--- config.mk ---
export PLATFORM = sky130hd
export DESIGN_NAME = hwpe_tcdm_rr_arbiter
export DESIGN_NICKNAME = d
export VERILOG_FILES = /design/src/rtl/hwpe_tcdm_rr_arbiter.sv
export SDC_FILE = /design/constraint.sdc
export NUM_CORES = 1
export LEC_CHECK = 0
export CORE_AREA = 5 5 135 137
export DETAILED_ROUTE_END_ITERATION = 10
export DIE_AREA = 0 0 140 142
export DONT_BUFFER_PORTS = 1
export GPL_TIMING_DRIVEN = 0
export PLACE_DENSITY = 0.58
export SYNTH_ARGS = -nofsm -noshare
export SYNTH_HDL_FRONTEND = slang
export SYNTH_SLANG_ARGS = --single-unit
--- constraint.sdc ---
create_clock -name clk -period 3 [get_ports clk]
set_input_delay 0.75 -clock clk [delete_from_list [all_inputs] [get_ports clk]]
set_output_delay 0.75 -clock clk [all_outputs]
set_load 0.01 [all_outputs]
--- src/rtl/hwpe_tcdm_rr_arbiter.sv ---
// hwpe_tcdm_rr_arbiter
// Shares one TCDM master port between N_REQ streamer requesters with
// round-robin priority. Accepted transactions record their issuer in an
// ordered ID FIFO so that in-order responses can be steered back to it.
module hwpe_tcdm_rr_arbiter #(
  parameter int N_REQ           = 3,
  parameter int DATA_WIDTH      = 32,
  parameter int ADDR_WIDTH      = 32,
  parameter int MAX_OUTSTANDING = 4
) (
  input  logic                          clk,
  input  logic                          rst,
  input  logic [N_REQ-1:0]              in_req,
  output logic [N_REQ-1:0]              in_gnt,
  input  logic [N_REQ*ADDR_WIDTH-1:0]   in_add,
  input  logic [N_REQ-1:0]              in_wen,
  input  logic [N_REQ*DATA_WIDTH/8-1:0] in_be,
  input  logic [N_REQ*DATA_WIDTH-1:0]   in_data,
  output logic [DATA_WIDTH-1:0]         in_r_data,
  output logic [N_REQ-1:0]              in_r_valid,
  output logic                          out_req,
  input  logic                          out_gnt,
  output logic [ADDR_WIDTH-1:0]         out_add,
  output logic                          out_wen,
  output logic [DATA_WIDTH/8-1:0]       out_be,
  output logic [DATA_WIDTH-1:0]         out_data,
  input  logic [DATA_WIDTH-1:0]         out_r_data,
  input  logic                          out_r_valid,
  output logic                          busy,
  output logic                          err
);

  localparam int BE_W = DATA_WIDTH / 8;
  localparam int IW   = $clog2(N_REQ);
  localparam int PW   = (MAX_OUTSTANDING > 1) ? $clog2(MAX_OUTSTANDING) : 1;
  localparam int CW   = $clog2(MAX_OUTSTANDING + 1);

  localparam logic [IW-1:0] LAST_IDX  = IW'(N_REQ - 1);
  localparam logic [IW:0]   N_REQ_W   = (IW+1)'(N_REQ);
  localparam logic [PW-1:0] LAST_SLOT = PW'(MAX_OUTSTANDING - 1);
  localparam logic [CW-1:0] MAX_CNT   = CW'(MAX_OUTSTANDING);

  logic [IW-1:0] ptr;
  logic          lock;
  logic [IW-1:0] lock_idx;
  logic [IW-1:0] fifo [MAX_OUTSTANDING];
  logic [PW-1:0] wr_ptr;
  logic [PW-1:0] rd_ptr;
  logic [CW-1:0] count;
  logic          err_q;

  logic [IW-1:0] rr_sel;
  logic          rr_hit;
  logic [IW:0]   cand_sum;
  logic [IW-1:0] cand;
  logic [IW-1:0] sel;
  logic          full;
  logic          req_int;
  logic          push;
  logic          pop;

  // Round-robin search: first requester at or after ptr, wrapping modulo N_REQ
  always_comb begin
    rr_sel   = ptr;
    rr_hit   = 1'b0;
    cand_sum = '0;
    cand     = '0;
    for (int k = 0; k < N_REQ; k++) begin
      cand_sum = {1'b0, ptr} + (IW+1)'(k);
      if (cand_sum >= N_REQ_W) cand_sum = cand_sum - N_REQ_W;
      cand = cand_sum[IW-1:0];
      if (!rr_hit && in_req[cand]) begin
        rr_sel = cand;
        rr_hit = 1'b1;
      end
    end
  end

  // Selection and handshake qualifiers; full comes only from registered count
  always_comb begin
    full    = (count == MAX_CNT);
    sel     = lock ? lock_idx : rr_sel;
    req_int = !rst && !full && (lock || (|in_req));
    push    = req_int && out_gnt;
    pop     = !rst && out_r_valid && (count != '0);
  end

  // Output muxing and response steering; everything is held at 0 during reset
  always_comb begin
    out_req    = req_int;
    out_add    = '0;
    out_wen    = 1'b0;
    out_be     = '0;
    out_data   = '0;
    in_r_data  = '0;
    in_gnt     = '0;
    in_r_valid = '0;
    if (!rst) begin
      out_add   = in_add[sel*ADDR_WIDTH +: ADDR_WIDTH];
      out_wen   = in_wen[sel];
      out_be    = in_be[sel*BE_W +: BE_W];
      out_data  = in_data[sel*DATA_WIDTH +: DATA_WIDTH];
      in_r_data = out_r_data;
    end
    if (push) in_gnt[sel] = 1'b1;
    if (pop) in_r_valid[fifo[rd_ptr]] = 1'b1;
    busy = !rst && ((count != '0) || req_int);
    err  = !rst && err_q;
  end

  // Control state: priority pointer, lock, FIFO pointers, occupancy, sticky error
  always_ff @(posedge clk) begin
    if (rst) begin
      ptr      <= '0;
      lock     <= 1'b0;
      lock_idx <= '0;
      wr_ptr   <= '0;
      rd_ptr   <= '0;
      count    <= '0;
      err_q    <= 1'b0;
    end else begin
      if (req_int && !out_gnt) begin
        lock     <= 1'b1;
        lock_idx <= sel;
      end else if (push) begin
        lock   <= 1'b0;
        ptr    <= (sel == LAST_IDX) ? '0 : sel + 1'b1;
        wr_ptr <= (wr_ptr == LAST_SLOT) ? '0 : wr_ptr + 1'b1;
      end
      if (pop) rd_ptr <= (rd_ptr == LAST_SLOT) ? '0 : rd_ptr + 1'b1;
      case ({push, pop})
        2'b10:   count <= count + 1'b1;
        2'b01:   count <= count - 1'b1;
        default: count <= count;
      endcase
      if (out_r_valid && (count == '0)) err_q <= 1'b1;
    end
  end

  // ID FIFO storage: issuer index of each accepted transaction, oldest at rd_ptr
  always_ff @(posedge clk) begin
    if (push) fifo[wr_ptr] <= sel;
  end

endmodule

==> impl_metrics.py <==
metrics = {
    "outcome": {
        "outcome": "complete, but fails checks",
        "violations": "setup timing",
    },
    "routing": {
        "wl_met1_um": 10740,
        "ant_nets": 0,
        "vias_per_cell": 6.768,
        "firstDrtPassIters": 5,
        "first_iter_violations": 478,
        "drc": 0,
        "wirelength_um": 29110,
        "post_drt_wl_per_cell_um": 27.23,
        "wl_met2_um": 15280,
        "dr.max_layer_used": "met4",
        "vias": 7235,
        "wl_met3_um": 2483,
    },
    "worst_setup_path": {
        "crit_chain": "inv_4 -> ha_4 -> mux2i_4 -> o22ai_4 -> or4_4 -> buf_12 -> buf_12 -> a311oi_4 -> o22ai_4",
        "setup.worst_path.start": "ptr[1]",
        "rr_endpoint": "count[2]",
        "crit_type": "flop to output pin",
        "slowest_stage": "or4_4",
        "r2r.worst_path.cells": 10,
        "critPathMaxFanout": 10,
        "start_kind": "flop",
        "rrSetupSlack_ns": 0.25,
        "critPathArrivalTime_ns": 2.71,
        "timing.critical_path.slowest_cell_delay_ns": 0.59,
        "critPathBufInv": 3,
        "required_ns": 2.25,
        "crit_end": "out_be[0]",
        "cp.depth": 9,
        "end_kind": "output pin",
        "r2r_start": "lock",
        "cp_top_family": "compound AO/OA/AOI/OAI gates",
    },
    "die": {
        "die_w_um": 140,
        "io_pins": 356,
        "die_height_um": 142,
        "start_util": 0.3427,
        "rows": 48,
        "dieArea_sq_um": 19880,
        "coreArea_sq_um": 16940,
    },
    "yosys": {
        "yosysWarnings": 0,
        "async_flop_share": 0,
        "synth.net_count": 1043,
        "ys_seq_elements": 23,
        "synth_edf_count": 8,
        "synth_top_family_by_area": "compound AO/OA/AOI/OAI gates",
        "synth-compound-area-share": 0.4507,
        "synthDistinctLibCells": 55,
        "synth_area_sq_um": 5804,
        "ys_seq_area_frac": 0.09312,
        "synthAdderAreaFrac": 0.02501,
        "muxShareOfSynthArea": 0.01358,
        "synth.avg_cell_area_sq_um": 7.385,
        "synth_simple_gate_area_frac": 0.3087,
        "syn_inst": 786,
        "ys.flop_type": "dfxtp_1",
        "synth-xor-area-share": 0.003018,
    },
    "cells_and_area": {
        "fin_cells": 1069,
        "nets": 1100,
        "drive_gt1_frac": 0.4311,
        "area.growth.synth_to_final_pct": 49.71,
    },
    "sta": {
        "max_freq_ghz": 0.2893,
        "skew_ns": 0.003392,
        "setup_viol": 72,
        "rsz0062_at_grt": "true",
        "slew_headroom": 0.4378,
        "worstMarginPinSlew_ns": 0.8356,
        "slew_viol_final": 0,
        "timing.final.crit_share": 1.152,
        "fin_crit_ns": 3.456,
        "hold_viol": 0,
        "timing.final.ws_setup_ns": -0.4561,
        "timing.hold.ws_ns": 0.4668,
    },
    "global_routing": {
        "grt_pass1_vias": 7151,
        "grt_usage": 0.2638,
        "grt_max_degree": 14,
        "grt_pass1_wl_um": 42230,
        "antenna_found_initial": 4,
        "overflow": 0,
    },
    "clock_tree": {
        "hold_buffers": 0,
        "clkLatencyLatePin_ns": 0.26,
        "cts_tree": "yes",
        "clkTransAtPathRegs_ns": 0.06,
        "h-tree-depth": 1,
        "cts_buffers": 3,
        "cts_sinks": 23,
        "clockBufferDepth": 2,
        "cts_root_buffer": "clkbuf_16",
    },
    "job": {
        "maxCapViolCount": 0,
    },
    "power": {
        "leakagePower_nw": 2.555,
        "irDropWorstVdd_v": 0.0002883,
        "p_per_area_nw_per_um2": 614.6,
    },
    "placement": {
        "numPortBuffers": 0,
        "dp_hpwl_um": 20900,
        "dp.cells": 1012,
        "gp_congestion": 0.8769,
    },
    "hold_path": {
        "min_path_type": "flop to flop",
    },
}
==> cells in the mapped netlist, types with 11 or more instances <==
cell type  count  area share
a311oi_1      38       0.057
a311oi_2      32       0.083
and2_1        69       0.074
buf_2         11      0.0095
clkbuf_1     104       0.067
dfxtp_1       15       0.052
inv_1         15      0.0097
nand2_1       13      0.0084
nor2_1        14      0.0091
nor2b_1      105        0.11
nor4_1        71       0.077
o2111ai_1     70        0.11
o211ai_1      69       0.089
o22ai_1       69       0.074
==> flip-flops by register name (all words and copies together), names as in the netlist, named ones only <==
signal    flops
count         3
fifo          8
ptr           2
wr_ptr        2
lock_idx      2
err_q         1
lock          1
rd_ptr        2
==> cells in the final DEF, fill, tap and decap left out, types with 10 or more instances in the layout <==
cell type,instances
a311oi_2,32
a311oi_4,38
and2_1,69
buf_4,52
buf_6,10
clkbuf_1,30
clkbuf_2,47
dfxtp_1,12
inv_1,12
nand2_1,10
nor2_1,11
nor2b_1,101
nor4_1,46
nor4_2,24
o2111ai_1,68
o211ai_1,69
o22ai_2,53
o22ai_4,17
==> metal layers <==
layer	up-vias	global-route usage
met5	-	0
met4	0	0.05915
met3	44	0.06989
met2	375	0.4968
met1	3508	0.2982
li1	3308	-
==> worst register-to-register path, cell delays in order (launching register included) <==
cell        delay (ns)
dfxtp_2           0.40
nor4_4            0.44
nor3_4            0.13
and2_2            0.29
clkinvlp_4        0.18
ha_1              0.21
inv_1             0.06
fa_1              0.38
xor2_1            0.15
or3_1             0.30
a21oi_1           0.14
==> power breakdown <==
group          leakage (nW)  switching [W]  internal, W
registers             0.198      0.0000287     0.000361
logic                  2.32        0.00267      0.00199
clock network        0.0409       0.000117     0.000180
==> per-stage QoR <==
| step | instance area, sq um | utilization | setup WS, ns | total power, W | TNS, ns |
|---|---|---|---|---|---|
| 2_1_floorplan | 6108 | - | -0.03681 | 0.002784 | -1.264 |
| 3_3_place_gp | 6390 | 0.3773 | -1.222 | 0.003457 | -102.73 |
| 3_5_place_dp | 6402 | 0.3780 | -1.210 | 0.003473 | -97.74 |
| 4_1_cts | 8175 | 0.4827 | -0.4868 | 0.004942 | -29.07 |
| 5_1_grt | 8685 | 0.5128 | -0.5186 | 0.005624 | -31.57 |
| 6_report | 8690 | 0.5131 | -0.4561 | 0.005341 | -27.39 |
==> cells by family after synthesis <==
family	after synthesis
AO/OA/AOI/OAI	308
buffers and inverters	143
XOR/XNOR	2
flip-flops	23
AND/OR/NAND/NOR	295
adder cells (fa/ha/maj)	11
multiplexers	4
==> how the worst min path moves through the flow <==
stage,startpoint,end,cells after the start
after floorplan,err_q,err_q,2
after global placement,err_q,err_q,2
after detailed placement,err_q,err_q,2
after CTS,err_q,err_q,2
after global routing,err_q,err_q,2
final,err_q,err_q,2
==> area by class of cell <==
cell class,instances,area [sq um]
Tap cell,225,281.5
Inverter,16,72.57
Timing Repair Buffer,59,545.5
Clock inverter,1,5.005
Buffer,120,864.6
Fill cell,1612,8247
Clock buffer,3,75.07
Sequential cell,23,549.3
Antenna cell,2,5.005
Multi-Input combinational cell,620,6291
==> repair_timing <==
| item | 4_1_cts | 5_1_grt |
|---|---|---|
| resized for setup | 264 | 95 |
| setup endpoints to repair | 117 | 95 |
| cloned | 4 | 2 |
| pin swaps | 74 | 66 |
| setup buffers | 40 | 12 |
| endpoints found under the hold margin | 0 | 0 |
Note: power is estimated with default switching activity, not from simulation.
